### config.mk
export PLATFORM = sky130hd
export DESIGN_NAME = alu_exec
export DESIGN_NICKNAME = d
export VERILOG_FILES = /design/src/rtl/alu_pkg.sv /design/src/rtl/mul_iter.sv /design/src/rtl/alu_exec.sv
export SDC_FILE = /design/constraint.sdc
export NUM_CORES = 1
export LEC_CHECK = 0
export ABC_CLOCK_PERIOD_IN_PS = 3500
export CELL_PAD_IN_SITES_DETAIL_PLACEMENT = 2
export CELL_PAD_IN_SITES_GLOBAL_PLACEMENT = 2
export CORE_MARGIN = 2
export CORE_UTILIZATION = 32
export CTS_BUF_LIST = sky130_fd_sc_hd__clkbuf_16
export DETAILED_ROUTE_END_ITERATION = 8
export MAX_ROUTING_LAYER = met4
export PLACE_DENSITY = 0.8
export SYNTH_ARGS = -nofsm -noshare
export SYNTH_HDL_FRONTEND = slang
export SYNTH_HIERARCHICAL = 1
export SYNTH_SLANG_ARGS = --single-unit
### constraint.sdc
create_clock -name clk_i -period 3.5 [get_ports clk_i]
set_input_delay 0.7 -clock clk_i [delete_from_list [all_inputs] [get_ports clk_i]]
set_output_delay 0.7 -clock clk_i [all_outputs]
set_load 0.02 [all_outputs]
### src/rtl/alu_pkg.sv
// Shared ALU control codes and execute-stage FSM encoding; also imported by ALU control decode.
package alu_pkg;

    localparam logic [3:0] ALU_AND  = 4'd0;
    localparam logic [3:0] ALU_XOR  = 4'd1;
    localparam logic [3:0] ALU_SLL  = 4'd2;
    localparam logic [3:0] ALU_ADD  = 4'd3;
    localparam logic [3:0] ALU_SUB  = 4'd4;
    localparam logic [3:0] ALU_MUL  = 4'd5;
    localparam logic [3:0] ALU_ADDI = 4'd6;
    localparam logic [3:0] ALU_SRAI = 4'd7;
    localparam logic [3:0] ALU_LWSW = 4'd8;
    localparam logic [3:0] ALU_BEQ  = 4'd9;

    localparam logic [0:0] S_IDLE = 1'b0;
    localparam logic [0:0] S_MUL  = 1'b1;

endpackage

### src/rtl/mul_iter.sv
// Iterative shift-add multiplier retiring BITS_PER_CYCLE multiplier bits per cycle.
// done_c/prod_c are combinational: they present the final accumulation during the last step.
module mul_iter #(
    parameter int unsigned WIDTH          = 32,
    parameter int unsigned BITS_PER_CYCLE = 1
) (
    input  logic             clk_i,
    input  logic             rst_i,
    input  logic             start_i,
    input  logic             abort_i,
    input  logic [WIDTH-1:0] a_i,
    input  logic [WIDTH-1:0] b_i,
    output logic             done_c,
    output logic [WIDTH-1:0] prod_c
);

    localparam int unsigned N     = WIDTH / BITS_PER_CYCLE;
    localparam int unsigned CNT_W = (N > 1) ? $clog2(N) : 1;

    logic             busy_q, busy_d;
    logic [CNT_W-1:0] cnt_q, cnt_d;
    logic [WIDTH-1:0] acc_q, acc_d;
    logic [WIDTH-1:0] a_q, a_d;
    logic [WIDTH-1:0] b_q, b_d;
    logic [WIDTH-1:0] step_sum_c;

    // Sum of this cycle's partial products on top of the running accumulator.
    always_comb begin
        step_sum_c = acc_q;
        for (int j = 0; j < int'(BITS_PER_CYCLE); j++) begin
            if (b_q[j]) begin
                step_sum_c = step_sum_c + (a_q << j);
            end
        end
    end

    always_comb begin
        busy_d = busy_q;
        cnt_d  = cnt_q;
        acc_d  = acc_q;
        a_d    = a_q;
        b_d    = b_q;
        done_c = 1'b0;
        prod_c = step_sum_c;
        if (abort_i) begin
            busy_d = 1'b0;
        end else if (start_i) begin
            busy_d = 1'b1;
            cnt_d  = '0;
            acc_d  = '0;
            a_d    = a_i;
            b_d    = b_i;
        end else if (busy_q) begin
            acc_d = step_sum_c;
            a_d   = a_q << BITS_PER_CYCLE;
            b_d   = b_q >> BITS_PER_CYCLE;
            cnt_d = cnt_q + CNT_W'(1);
            if (cnt_q == CNT_W'(N - 1)) begin
                done_c = 1'b1;
                busy_d = 1'b0;
            end
        end
    end

    always_ff @(posedge clk_i or negedge rst_i) begin
        if (!rst_i) begin
            busy_q <= 1'b0;
            cnt_q  <= '0;
            acc_q  <= '0;
            a_q    <= '0;
            b_q    <= '0;
        end else begin
            busy_q <= busy_d;
            cnt_q  <= cnt_d;
            acc_q  <= acc_d;
            a_q    <= a_d;
            b_q    <= b_d;
        end
    end

endmodule

### src/rtl/alu_exec.sv
// Execute-stage ALU: single-cycle ops with registered results, mul via mul_iter with pipeline stall.
module alu_exec
    import alu_pkg::*;
#(
    parameter int unsigned WIDTH          = 32,
    parameter int unsigned BITS_PER_CYCLE = 1
) (
    input  logic             clk_i,
    input  logic             rst_i,
    input  logic             flush_i,
    input  logic             valid_i,
    output logic             ready_o,
    input  logic [3:0]       ALUCtrl_i,
    input  logic [WIDTH-1:0] data1_i,
    input  logic [WIDTH-1:0] data2_i,
    output logic             valid_o,
    output logic [WIDTH-1:0] data_o,
    output logic             zero_o,
    output logic             stall_o
);

    localparam int unsigned SH_W = $clog2(WIDTH);

    logic [0:0]       state_q, state_d;
    logic             valid_q, valid_d;
    logic [WIDTH-1:0] data_q, data_d;
    logic             zero_q, zero_d;
    logic             ready_q, ready_d;
    logic             stall_q, stall_d;

    logic [SH_W-1:0]  shamt_c;
    logic [WIDTH-1:0] alu_res_c;
    logic             mul_start_c;
    logic             mul_abort_c;
    logic             mul_done_c;
    logic [WIDTH-1:0] mul_prod_c;

    mul_iter #(
        .WIDTH          (WIDTH),
        .BITS_PER_CYCLE (BITS_PER_CYCLE)
    ) u_mul (
        .clk_i   (clk_i),
        .rst_i   (rst_i),
        .start_i (mul_start_c),
        .abort_i (mul_abort_c),
        .a_i     (data1_i),
        .b_i     (data2_i),
        .done_c  (mul_done_c),
        .prod_c  (mul_prod_c)
    );

    assign shamt_c = data2_i[SH_W-1:0];

    // Single-cycle datapath; mul and undefined codes produce zero here.
    always_comb begin
        alu_res_c = '0;
        case (ALUCtrl_i)
            ALU_AND:                     alu_res_c = data1_i & data2_i;
            ALU_XOR:                     alu_res_c = data1_i ^ data2_i;
            ALU_SLL:                     alu_res_c = data1_i << shamt_c;
            ALU_ADD, ALU_ADDI, ALU_LWSW: alu_res_c = data1_i + data2_i;
            ALU_SUB, ALU_BEQ:            alu_res_c = data1_i - data2_i;
            ALU_SRAI:                    alu_res_c = WIDTH'($signed(data1_i) >>> shamt_c);
            default:                     alu_res_c = '0;
        endcase
    end

    // Flush beats both a new issue in IDLE and a completing mul.
    always_comb begin
        state_d     = state_q;
        valid_d     = 1'b0;
        data_d      = data_q;
        zero_d      = zero_q;
        mul_start_c = 1'b0;
        mul_abort_c = 1'b0;
        case (state_q)
            S_IDLE: begin
                if (valid_i && !flush_i) begin
                    if (ALUCtrl_i == ALU_MUL) begin
                        mul_start_c = 1'b1;
                        state_d     = S_MUL;
                    end else begin
                        valid_d = 1'b1;
                        data_d  = alu_res_c;
                        zero_d  = (alu_res_c == '0);
                    end
                end
            end
            S_MUL: begin
                if (flush_i) begin
                    mul_abort_c = 1'b1;
                    state_d     = S_IDLE;
                end else if (mul_done_c) begin
                    state_d = S_IDLE;
                    valid_d = 1'b1;
                    data_d  = mul_prod_c;
                    zero_d  = (mul_prod_c == '0);
                end
            end
            default: state_d = S_IDLE;
        endcase
        ready_d = (state_d == S_IDLE);
        stall_d = (state_d != S_IDLE);
    end

    always_ff @(posedge clk_i or negedge rst_i) begin
        if (!rst_i) begin
            state_q <= S_IDLE;
            valid_q <= 1'b0;
            data_q  <= '0;
            zero_q  <= 1'b0;
            ready_q <= 1'b1;
            stall_q <= 1'b0;
        end else begin
            state_q <= state_d;
            valid_q <= valid_d;
            data_q  <= data_d;
            zero_q  <= zero_d;
            ready_q <= ready_d;
            stall_q <= stall_d;
        end
    end

    assign valid_o = valid_q;
    assign data_o  = data_q;
    assign zero_o  = zero_q;
    assign ready_o = ready_q;
    assign stall_o = stall_q;

endmodule

==> metrics.txt, run 1 <==
outcome=aborted with a tool error; failing step=global routing (5_1_grt); first error in the log=[ERROR GRT-0232] Routing congestion too high. Check the congestion heatmap in the GUI.; number of top-level pins=108; placed cells=3258; GP Congestion=slightly above 1; endpoint pin with the least setup slack after global-route repair=zero_o$_DFFE_PN0P_/D; sequential element share of the synthesized area=21.7%; area share of the leading cell type in the synthesized netlist=21.6%; number of standard-cell rows in the floorplan=between 80 and 90; HPWL Detailed=85.7 mm; area leader, netlist=sky130_fd_sc_hd__dfrtp_1; setup slack at placement=-2.22 ns; yosys synthesis warning count=6; fraction of registers with async set or reset after synthesis=100%; flip-flop cell with the highest count after synthesis=sky130_fd_sc_hd__dfrtp_1; maximum count of clock buffers along a single path=2; CTS sink count=138; total of buffers placed on input and output ports=~110; worst endpoint type=sequential cell input; H-Tree Level Count=4; Cell Area, Synth=roughly 16000 µm²; global routing usage summed across all routing layers=65.1%; root cell of the clock tree=sky130_fd_sc_hd__clkbuf_16; die outline height=227 µm; cell types with the largest area share after synthesis=sky130_fd_sc_hd__dfrtp_1, sky130_fd_sc_hd__mux2i_1, sky130_fd_sc_hd__ha_1, sky130_fd_sc_hd__o21ai_0, sky130_fd_sc_hd__nand2_1; mean instance size in the synthesized netlist=just over 8 µm²; TritonCTS Buffers=17; number of storage elements in the synthesis netlist=138; EDFF count, synth=0; Post-Synthesis Cells=just under 2000; largest net degree at the start of global routing=between 60 and 70; die boundary width=roughly 230 µm; gr ovfl total=96; post-synth net total=2115; initial core utilization=32.5%; count of unique library cells instantiated by Yosys=95
## cells by family after synthesis
group,after synthesis,share of synthesized area [%]
flip-flops,138,21.7
XOR/XNOR,74,4.12
AO/OA/AOI/OAI,642,26.4
adder cells (fa/ha/maj),100,7.97
multiplexers,242,18.2
buffers and inverters,165,4.25
AND/OR/NAND/NOR,582,17.3
## through the flow
stage               area (µm²)  utilization, %
floorplan                16200               -
global placement         22800            46.6
detailed placement       22800            46.6
CTS                      25000            51.0
## timing repair
action                     4_1_cts
buffers inserted                61
gates resized for setup        322
hold buffers                     0
pin swaps                      118
setup endpoints to repair       34
## synthesized netlist by cell type, drive strengths merged (16+ instances only)
library cell and number:
nand2 225, and3 16, nor3 29, clkbuf 97, nand2b 18, a21oi 128
or3 16, mux2 62, a22o 33, dfrtp 137, o22ai 29, xnor2 40
nor4 20, a22oi 19, ha 98, nand3 37, nand4 19, inv 25
o31ai 19, mux2i 149, mux4 31, a21o 34, o21ai 203, o211ai 21
a211oi 31, xor2 34, nor2 139, buf 42, nor2b 20
## per-layer routing
metal	track usage [%]	GRT overflow
met5	-	-
met4	65.5	61
met3	36.8	1
met2	88.2	34
met1	63.8	0
==> inputs of run 2 (changes only) <==
==> config.mk (replaced) <==
export PLATFORM = sky130hd
export DESIGN_NAME = alu_exec
export DESIGN_NICKNAME = d
export VERILOG_FILES = /design/src/rtl/alu_pkg.sv /design/src/rtl/mul_iter.sv /design/src/rtl/alu_exec.sv
export SDC_FILE = /design/constraint.sdc
export NUM_CORES = 1
export LEC_CHECK = 0
export ABC_CLOCK_PERIOD_IN_PS = 4550
export CORE_MARGIN = 2
export CORE_UTILIZATION = 20
export DETAILED_ROUTE_END_ITERATION = 8
export PLACE_DENSITY_LB_ADDON = 0.15
export SYNTH_ARGS = -nofsm -noshare
export SYNTH_HDL_FRONTEND = slang
export SYNTH_HIERARCHICAL = 1
export SYNTH_SLANG_ARGS = --single-unit
==> constraint.sdc (replaced) <==
create_clock -name clk_i -period 4.55 [get_ports clk_i]
set_input_delay 0.91 -clock clk_i [delete_from_list [all_inputs] [get_ports clk_i]]
set_output_delay 0.91 -clock clk_i [all_outputs]
set_load 0.02 [all_outputs]
==> metrics.txt, run 2 <==
Power Internal=4.10 mW; startpoint type of the worst setup path=input pin; drt wl/cell=25.4 µm; outcome=complete, but fails checks; area leader, netlist=sky130_fd_sc_hd__dfrtp_1; ranking of synthesized cells by instance count=sky130_fd_sc_hd__nand2_1, sky130_fd_sc_hd__o21ai_0, sky130_fd_sc_hd__mux2i_1; setup repair after global routing missed its margin=true; number of detailed-routing iterations run before antenna repair=5; Worst EP arrival=5.27 ns; startpoint-to-endpoint class of the critical path=input pin to register; initial core utilization=20.2%; r2r worst-path depth=17; largest net degree at the start of global routing=84; startpoint of the tightest hold check path=u_mul/b_q[1]; post-layout minimum cycle time=4.86 ns; clock tree from TritonCTS=yes; switching share of power=43.7%; Total Nets Final=2591; placed cells=3430; highest-delay cell along the critical path=sky130_fd_sc_hd__or4_4; TritonCTS Buffers=17; setup slack at placement=-1.77 ns; flip-flop cell with the highest count after synthesis=sky130_fd_sc_hd__dfrtp_1; violated checks=negative setup slack; signed area change from the synthesized netlist to the final layout=43.0%; fraction of registers with async set or reset after synthesis=100%; first-pass GRT wire length=129 mm; full die area=~82000 µm²; number of storage elements in the synthesis netlist=between 100 and 150; power share of the clock group=20.7%; cell family with most CP delay=simple AND/OR/NAND/NOR gates; EDFF count, synth=0; delay contributed by the slowest stage of the critical path=0.53 ns; cell types with the largest area share after synthesis=sky130_fd_sc_hd__dfrtp_1, sky130_fd_sc_hd__mux2i_1, sky130_fd_sc_hd__ha_1, sky130_fd_sc_hd__o21ai_0, sky130_fd_sc_hd__nand2_1; number of standard cells in the layout, taps in and fillers out=3482; maximum count of clock buffers along a single path=2; type of destination of the critical path=register; setup slack on the worst flop-to-flop path=-0.03 ns; via density per instance=5.07; post-detailed-routing wire length=about 88 mm; number of standard-cell rows in the floorplan=103; H-Tree Level Count=4; worst-case hold slack=0.478 ns; detailed-route via count=17660; switching power of the nets=3.18 mW; count of final max-slew check failures=0; setup_tns=-0.600 ns; P per Cell Area=roughly 320 nW/µm²; vias in the first global route=18141; post-route setup slack=-0.312 ns; routed length on met3=2.99 mm; Std-Cell Core Area=78900 µm²; Final Hold Viols=0; area share of the leading cell type in the synthesized netlist=21.6%; end of the worst register-to-register path=zero_o; Cell Area, Synth=15900 µm²; iteration-0 DRC count of the detailed router=about 1300; clock transition time at the flip-flop clock pins of the worst setup and hold paths=0.07 ns; Antenna Nets Post-Route=0; worst slew slack as a fraction of its limit=between 20% and 30%; crit share post-route=107%; HPWL Detailed=72.2 mm; commonest cells after routing, fill and taps aside=sky130_fd_sc_hd__buf_4, sky130_fd_sc_hd__nand2_1, sky130_fd_sc_hd__o21ai_0; die boundary width=286 µm; mean instance size in the synthesized netlist=a little over 8 µm²; gr ovfl total=0; register area=3460 µm²; number of buffers added to fix hold violations after cts=0; Fillers=8537; critical path required time=between 4 and 5 ns; insertion delay to the later sink of the worst-skew pair=around 0.51 ns; total of buffers placed on input and output ports=107; number of top-level pins=approximately 110; end of the worst hold path=u_mul/b_q[1]; Logic pwr share=54.5%; Cell Chain, Critical Path=buf_6, or4_4, or3_4, or3_4, o41ai_4, xor2_1, ha_1, and2_4, nand3_4, or3_4, or3_1, o211ai_1, o21ai_2, xnor2_1, a211o_1, or3_1, o31ai_2; Pwr Total=7.27 mW; Met1 Wirelength=39.6 mm; Critical path buffers and inverters=1; skew final=~0.024 ns; dominant cell by count in the synthesized netlist=sky130_fd_sc_hd__nand2_1; number of maximum-capacitance constraint violations=0; largest driver fanout on the critical path=4; area of combinational cells with multiple inputs=12400 µm²; met2 wire length=43.1 mm; antenna violations before repair=0; Worst IR Drop VDD=0.201 mV; die outline height=286 µm; GP Congestion=0.940; global routing usage summed across all routing layers=approximately 22%; worst hold path class=register to register; root cell of the clock tree=sky130_fd_sc_hd__clkbuf_16; slew at the pin closest to its max-slew limit=approximately 1.1 ns; highest achievable clock rate=roughly 210 MHz; proportion of power drawn by flip-flops and latches=24.8%; final-report setup violation count=3; critical path's most frequent cell=sky130_fd_sc_hd__or3_4; origin of the critical flop-to-flop path=u_mul/a_q[0]; ANT cells=0; top metal layer carrying routed signals=met4; yosys synthesis warning count=6; post-synth net total=2115; CTS sink count=approximately 140; Leak Pwr=slightly below 10 nW; sequential element share of the synthesized area=between 20 and 25%; DRC=0; count of unique library cells instantiated by Yosys=95; Post-Synthesis Cells=~2000; number of stages on the worst hold path=2; share of post-route cells with drive strength above 1=31.2%; most frequent standard cell in the layout excluding fill and tap cells=sky130_fd_sc_hd__buf_4
==> run 2: cell counts after synthesis <==
Identical to the previous run, type by type.
==> run 2: layout make-up <==
type                    instances  share of cell area [%]
clock inverters                11                   0.594
well taps                    1050                    5.78
multi-input cells            1640                    54.3
inverters                      25                   0.424
clock buffers                  21                    1.98
repair buffers                597                    21.7
flip-flops and latches        138                    15.2
==> run 2: timing repair <==
item	4_1_cts	5_1_grt
endpoints found under the setup margin	24	20
buffers inserted	16	10
gates resized for setup	95	69
pin swaps	54	37
==> run 2: worst max path at each step <==
stage,start,end,slack (ns),cells past startpoint
finish,data2_i[9],zero_o,-0.31,17
global placement,data2_i[10],zero_o,-1.70,19
global route,data2_i[9],zero_o,-0.49,19
CTS,data2_i[9],zero_o,-0.38,17
detailed placement,data2_i[10],zero_o,-1.77,19
floorplan,data2_i[11],zero_o,-0.56,17
==> run 2: tightest hold or removal path: cells and delay by family (launching register included) <==
family | cells | cell delay, ns
DFF | 1 | 0.34
and+or+nand+nor | 1 | 0.05
AOI/OAI and AO/OA | 1 | 0.06
==> run 2: cells by family (layout without fill, tap and decap cells) <==
group | Yosys count | after routing | share of synthesized area, %
AOI/OAI and AO/OA | 642 | 642 | 26.4
xor gates and xnor gates | 74 | 74 | 4.12
adders and majority gates | 100 | 100 | 7.97
buffers and inverters | 165 | 654 | 4.25
DFF | 138 | 138 | 21.7
muxes | 242 | 242 | 18.2
and+or+nand+nor | 582 | 582 | 17.3
==> run 2: power by group through the flow <==
| stage | sequential, mW | combinational (mW) | clock [mW] |
|---|---|---|---|
| 6_report | 1.81 | 3.96 | 1.51 |
| 2_1_floorplan | 1.79 | 1.93 | 0 |
| 3_5_place_dp | 1.83 | 3.80 | 0 |
| 3_3_place_gp | 1.82 | 3.79 | 0 |
| 5_1_grt | 1.85 | 4.29 | 1.60 |
| 4_1_cts | 1.81 | 3.89 | 1.56 |
==> run 2: per-stage QoR <==
step / area (µm²) / utilization (%)
4_1_cts: 22400 / 28.4
2_1_floorplan: 16000 / -
3_5_place_dp: 21500 / 27.2
5_1_grt: 22700 / 28.8
6_report: 22700 / 28.8
3_3_place_gp: 21500 / 27.2
==> run 2: layer usage <==
metal | up-vias | track usage [%]
met4 | 0 | 7.33
li1 | 8296 | -
met3 | 98 | 1.97
met5 | - | 0
met1 | 8801 | 28.2
met2 | 465 | 37.2
(Power assumes the default switching activity.)
